===== src/rtl/divider_n_seq_if.sv =====
// Handshake/operand bundle for divider_n_seq: master drives Start/Ack/Xin/Yin,
// slave (the divider) returns results and one-hot state indicators.
interface divider_n_seq_if #(
  parameter int WIDTH = 8
);
  logic             Start;
  logic             Ack;
  logic [WIDTH-1:0] Xin;
  logic [WIDTH-1:0] Yin;
  logic [WIDTH-1:0] Quotient;
  logic [WIDTH-1:0] Remainder;
  logic             Done;
  logic             DivByZero;
  logic             Qi;
  logic             Qc;
  logic             Qd;

  modport master (
    output Start, Ack, Xin, Yin,
    input  Quotient, Remainder, Done, DivByZero, Qi, Qc, Qd
  );

  modport slave (
    input  Start, Ack, Xin, Yin,
    output Quotient, Remainder, Done, DivByZero, Qi, Qc, Qd
  );
endinterface


===== src/rtl/divider_n_seq.sv =====
// Sequential restoring divider, one quotient bit per clock, Start/Ack handshake.
// Define DIVIDER_SIGNED_EN for two's-complement operands (sign-magnitude around the unsigned core).
module divider_n_seq #(
  parameter int WIDTH = 8
) (
  input  logic          Clk,
  input  logic          Reset_n,
  divider_n_seq_if.slave bus
);
  localparam int CW = $clog2(WIDTH) + 1;
  localparam logic [WIDTH-1:0] ONE = WIDTH'(1);

  localparam logic [1:0] QI = 2'd0;
  localparam logic [1:0] QC = 2'd1;
  localparam logic [1:0] QD = 2'd2;

  logic [1:0]       state;
  logic [WIDTH-1:0] x;
  logic [WIDTH-1:0] y;
  logic [WIDTH-1:0] q;
  logic [WIDTH-1:0] r;
  logic [CW-1:0]    count;
  logic             dbz;

  logic [WIDTH:0]   r_shift;
  logic             ge;
  logic [WIDTH-1:0] r_new;
  logic [WIDTH-1:0] q_new;
  logic [WIDTH-1:0] q_fin;
  logic [WIDTH-1:0] r_fin;
  logic [WIDTH-1:0] x_abs;
  logic [WIDTH-1:0] y_abs;

  // NOTE: every always_comb output gets a value on every path, otherwise a latch is inferred.
  always_comb begin
    r_shift = {r, x[WIDTH-1]};
    ge      = (r_shift >= {1'b0, y});
    // Result of a successful subtract is < y, so WIDTH bits suffice.
    r_new   = ge ? (r_shift[WIDTH-1:0] - y) : r_shift[WIDTH-1:0];
    q_new   = {q[WIDTH-2:0], ge};
  end

`ifdef DIVIDER_SIGNED_EN
  logic sign_q;
  logic sign_r;

  // Most-negative input maps to 100..0, which is its correct unsigned magnitude.
  assign x_abs = bus.Xin[WIDTH-1] ? (~bus.Xin + ONE) : bus.Xin;
  assign y_abs = bus.Yin[WIDTH-1] ? (~bus.Yin + ONE) : bus.Yin;
  assign q_fin = sign_q ? (~q_new + ONE) : q_new;
  assign r_fin = sign_r ? (~r_new + ONE) : r_new;

  always_ff @(posedge Clk or negedge Reset_n) begin
    if (!Reset_n) begin
      sign_q <= 1'b0;
      sign_r <= 1'b0;
    end else if (state == QI && bus.Start) begin
      sign_q <= bus.Xin[WIDTH-1] ^ bus.Yin[WIDTH-1];
      sign_r <= bus.Xin[WIDTH-1];
    end
  end
`else
  assign x_abs = bus.Xin;
  assign y_abs = bus.Yin;
  assign q_fin = q_new;
  assign r_fin = r_new;
`endif

  // NOTE: sequential state uses non-blocking assignments so all registers update from pre-edge values.
  always_ff @(posedge Clk or negedge Reset_n) begin
    if (!Reset_n) begin
      state <= QI;
      x     <= '0;
      y     <= '0;
      q     <= '0;
      r     <= '0;
      count <= '0;
      dbz   <= 1'b0;
    end else begin
      case (state)
        QI: begin
          if (bus.Start) begin
            if (bus.Yin == '0) begin
              state <= QD;
              q     <= '1;
              r     <= bus.Xin;
              dbz   <= 1'b1;
            end else begin
              state <= QC;
              x     <= x_abs;
              y     <= y_abs;
              q     <= '0;
              r     <= '0;
              count <= CW'(WIDTH - 1);
              dbz   <= 1'b0;
            end
          end
        end
        QC: begin
          // Dividend shifts left so its MSB is always the next bit brought down.
          x     <= {x[WIDTH-2:0], 1'b0};
          count <= count - CW'(1);
          if (count == '0) begin
            state <= QD;
            q     <= q_fin;
            r     <= r_fin;
          end else begin
            q     <= q_new;
            r     <= r_new;
          end
        end
        QD: begin
          if (bus.Ack) state <= QI;
        end
        default: state <= QI;
      endcase
    end
  end

  assign bus.Quotient  = q;
  assign bus.Remainder = r;
  assign bus.DivByZero = dbz;
  assign bus.Qi        = (state == QI);
  assign bus.Qc        = (state == QC);
  assign bus.Qd        = (state == QD);
  assign bus.Done      = (state == QD);
endmodule


===== src/flat_wrapper.sv =====
// flat-port wrapper written by rule: the top's interface ports become plain ports
module divider_n_seq_flat 
#(
  parameter int WIDTH = 8
)
  (Clk, Reset_n, bus_Start, bus_Ack, bus_Xin, bus_Yin, bus_Quotient, bus_Remainder, bus_Done, bus_DivByZero, bus_Qi, bus_Qc, bus_Qd);
  divider_n_seq_if #(.WIDTH(WIDTH)) bus_i ();
  input  logic Clk;
  input  logic Reset_n;
  input wire logic [$bits(bus_i.Start)-1:0] bus_Start;
  input wire logic [$bits(bus_i.Ack)-1:0] bus_Ack;
  input wire logic [$bits(bus_i.Xin)-1:0] bus_Xin;
  input wire logic [$bits(bus_i.Yin)-1:0] bus_Yin;
  output wire logic [$bits(bus_i.Quotient)-1:0] bus_Quotient;
  output wire logic [$bits(bus_i.Remainder)-1:0] bus_Remainder;
  output wire logic [$bits(bus_i.Done)-1:0] bus_Done;
  output wire logic [$bits(bus_i.DivByZero)-1:0] bus_DivByZero;
  output wire logic [$bits(bus_i.Qi)-1:0] bus_Qi;
  output wire logic [$bits(bus_i.Qc)-1:0] bus_Qc;
  output wire logic [$bits(bus_i.Qd)-1:0] bus_Qd;
  assign bus_i.Start = bus_Start;
  assign bus_i.Ack = bus_Ack;
  assign bus_i.Xin = bus_Xin;
  assign bus_i.Yin = bus_Yin;
  assign bus_Quotient = bus_i.Quotient;
  assign bus_Remainder = bus_i.Remainder;
  assign bus_Done = bus_i.Done;
  assign bus_DivByZero = bus_i.DivByZero;
  assign bus_Qi = bus_i.Qi;
  assign bus_Qc = bus_i.Qc;
  assign bus_Qd = bus_i.Qd;
  divider_n_seq #(.WIDTH(WIDTH)) u_core (.Clk(Clk), .Reset_n(Reset_n), .bus(bus_i));
endmodule

===== config.mk =====
export PLATFORM = sky130hd
export DESIGN_NAME = divider_n_seq_flat
export DESIGN_NICKNAME = d
export VERILOG_FILES = /design/src/rtl/divider_n_seq_if.sv /design/src/rtl/divider_n_seq.sv /design/src/flat_wrapper.sv
export SDC_FILE = /design/constraint.sdc
export NUM_CORES = 1
export LEC_CHECK = 0
export BUFFER_PORTS_ARGS = -buffer_cell sky130_fd_sc_hd__buf_4
export CAP_MARGIN = 20
export CORE_MARGIN = 2
export CORE_UTILIZATION = 50
export CTS_BUF_LIST = sky130_fd_sc_hd__clkbuf_8 sky130_fd_sc_hd__clkbuf_16
export CTS_CLUSTER_DIAMETER = 200
export DETAILED_ROUTE_END_ITERATION = 10
export PLACE_DENSITY = 0.76
export SLEW_MARGIN = 25
export SYNTH_ARGS = -nofsm -noshare
export SYNTH_HDL_FRONTEND = slang
export SYNTH_SLANG_ARGS = --single-unit

===== constraint.sdc =====
create_clock -name Clk -period 1.8 [get_ports Clk]
set_input_delay 0.09 -clock Clk [delete_from_list [all_inputs] [get_ports Clk]]
set_output_delay 0.09 -clock Clk [all_outputs]
set_load 0.02 [all_outputs]

==> results.toml <==
[outcome]
status = "finished with violations"
failed_checks = "setup timing"

[worst_setup_path]
critPathCaptureType = "register"
crit_path_max_fanout = 3
reg2reg_to = "u_core.bus.Remainder[6]$_DFFE_PN0P_"
reg2reg_depth = 8
worstPathArrival_ns = 2.03
critical_path_class = "reg -> reg"
crit_path_start_kind = "register"
ff2ff_setup_slack_ns = -0.02
r2r-start = "u_core.x[7]$_DFFE_PN0P_"
required_ns = 2.01

[floorplan]
die_x_um = 70.6
pin_count = 41
floorplan.initialDensity = 0.514
fp.dieArea_mm2 = 0.00499
core_mm2 = 0.00432
fp.dieH_um = 70.6
std_cell_rows = 24

[yosys]
yosysTopAreaCell = "dfrtp_1"
avgSynthCellArea_um2 = 9.22
synth_area_mm2 = 0.00222
synth_commonest_cells = "dfrtp_1, nand2_1, o21ai_0"
synth_edf_count = 0
async_reset_ff_frac = 1.00
yosys.area.top_type_share = 0.439
synth.most_common_cell = "dfrtp_1"
synthFlopType = "dfrtp_1"
yosysWarnings = 0
synth_nets = 271
yosys-top-cells-area = "dfrtp_1, nand2_1, ha_1"
synth_cell_type_count = 43
syn_inst = 241
ys_seq_elements = 39
ys_seq_area_frac = 0.439

[global_routing]
grt_use_total = 0.229
antenna_found_initial = 0
grt_pass1_wl_mm = 8.98
grt_max_degree = 40
grt_overflow = 0
grt_pass1_vias = 1890

[pwr]
vdd_drop_max_uv = 958
power.density_mw_per_mm2 = 2200
pwr-share-seq = 0.237
p_leak_nw = 1.40
combPwrFrac = 0.647
p_clk_frac = 0.115
power.switching_mw = 2.85
p_int_mw = 3.82
sw_frac_of_total = 0.427

[cts]
cts_root_buffer = "clkbuf_8"
h-tree-depth = 2
cts.path.max_buffers = 2
cts.clk_slew.worst_paths_ns = 0.09
numCtsBuffers = 5
tritoncts = "built"
clk_latency_ns = 0.30
clock-sinks = 39

[final_layout]
area_growth_pct = 36.3
fin_area_mm2 = 0.00303
nets = 334
antenna_cells = 0
layout-drive-gt1-share = 0.374

[timing]
min_period_over_period = 1.01
fin_ws_ns = -0.0236
fmax_mhz = 548
finClkSkew_ns = 0.0103
slew_violations = 0
setup_viol = 2
hold_viol_final = 0
rsz0062_at_grt = "true"
timing.slew.headroom = 0.668
fin_crit_ns = 1.82
tightest_slew_ns = 0.497

[placement]
post_dp_cell_area_mm2 = 0.00274
hpwl_mm = 3.80
post-place-ws_ns = -0.0917
io_buffer_count = 40
routabilityCongestion = 0.924

[min_path]
hold_depth = 3
hp-class = "in -> reg"
worstHoldEndpoint = "u_core.y[1]$_DFFE_PN0P_"
hold_path.startpoint = "bus_Yin[1]"

[routing]
wl_per_cell_um = 15.2
drc = 0
detail_route.wirelength_mm = 5.42
vias_per_cell = 5.59
vias = 1996
drtAntennaViolNets = 0
initialDrtViolationCount = 180
first_pass_iters = 4

[flow_run]
maxCapViolCount = 0
-- stage by stage --
step | power, mW | setup TNS [ns] | hold WS, ns | util | cells
floorplan | 4.21 | 0 | -0.206 | - | 241
global placement | 5.23 | -0.0403 | 0.0884 | 0.633 | 341
detailed placement | 5.34 | -0.414 | 0.0935 | 0.633 | 341
CTS | 6.31 | -0.0107 | 0.00269 | 0.679 | 355
global route | 7.20 | -0.693 | 0.0375 | 0.700 | 357
finish | 6.68 | -0.0262 | 0.00775 | 0.700 | 357
-- how the worst max path moves through the flow --
stage | from | endpoint | cells past startpoint
floorplan | u_core.bus.Remainder[5]$_DFFE_PN0P_ | u_core.bus.Remainder[0]$_DFFE_PN0P_ | 7
CTS | u_core.x[7]$_DFFE_PN0P_ | u_core.bus.Remainder[6]$_DFFE_PN0P_ | 8
detailed placement | u_core.x[7]$_DFFE_PN0P_ | u_core.bus.Remainder[6]$_DFFE_PN0P_ | 8
finish | u_core.x[7]$_DFFE_PN0P_ | u_core.bus.Remainder[6]$_DFFE_PN0P_ | 8
global route | u_core.x[7]$_DFFE_PN0P_ | u_core.bus.Remainder[6]$_DFFE_PN0P_ | 8
global placement | u_core.bus.Remainder[0]$_DFFE_PN0P_ | u_core.bus.Remainder[7]$_DFFE_PN0P_ | 6
-- layer usage --
| layer | vias to the layer above | track usage | part of all wire | wire length (um) |
|---|---|---|---|---|
| met4 | 0 | 0.0839 | 0.019 | 103 |
| met2 | 56 | 0.362 | 0.49 | 2650 |
| met1 | 955 | 0.313 | 0.43 | 2340 |
| li1 | 975 | - | - | - |
| met3 | 10 | 0.0527 | 0.059 | 322 |
| met5 | - | 0 | 0 | 0 |
-- layout make-up --
type,count,area (um^2)
Inverter,17,63.8
Fill cell,354,1300
Tap cell,52,65.1
Clock buffer,5,68.8
Timing Repair Buffer,69,532
Clock inverter,3,47.5
Sequential cell,39,981
Multi-Input combinational cell,172,1270
-- logic make-up (layout without fill, tap and decap cells) --
logic type,Yosys count,after routing,share of synthesized area
XOR/XNOR,5,5,0.0197
multiplexers,7,7,0.0332
flip-flops,39,39,0.439
adder cells (fa/ha/maj),10,10,0.0597
buffers and inverters,30,94,0.0682
AND/OR/NAND/NOR,83,83,0.180
AO/OA/AOI/OAI,67,67,0.199
-- worst max-delay path, cell delays in order (launching register included) --
cell and delay [ns]:
dfrtp_1 0.38, inv_2 0.07, ha_4 0.17, fa_2 0.37
nor2b_2 0.15, o211ai_1 0.11, mux2i_1 0.17, nor3_1 0.07
o31ai_1 0.24
-- flip-flops by register name (all words and copies together), names as in the netlist --
name and flops:
u_core.bus.Quotient 8, u_core.bus.Remainder 8, u_core.x 8, u_core.y 8, u_core.count 4, u_core.state 2, u_core.bus.DivByZero 1
-- power groups by stage --
stage,Clock (mW),Sequential (mW),Combinational (mW)
3_3_place_gp,0,1.57,3.66
2_1_floorplan,0,1.74,2.47
5_1_grt,0.818,1.64,4.73
3_5_place_dp,0,1.58,3.76
4_1_cts,0.786,1.57,3.96
6_report,0.771,1.58,4.32
-- repair_timing --
item,CTS,global route
buffers inserted,2,2
pin swaps,1,13
hold endpoints to repair,42,0
hold buffers,4,0
gates resized for setup,9,15
endpoints found under the setup margin,7,13
cloned,0,0
-- layout by cell type, fill, tap and decap left out, drive strengths merged, types with 5 or more instances in the layout --
master / n
inv: 18
a21oi: 12
o21ai: 22
ha: 9
nand2: 33
a31oi: 9
buf: 65
a221o: 7
nand3: 6
clkbuf: 5
nor2: 20
nor3: 6
dfrtp: 39
(Power assumes the default switching activity.)
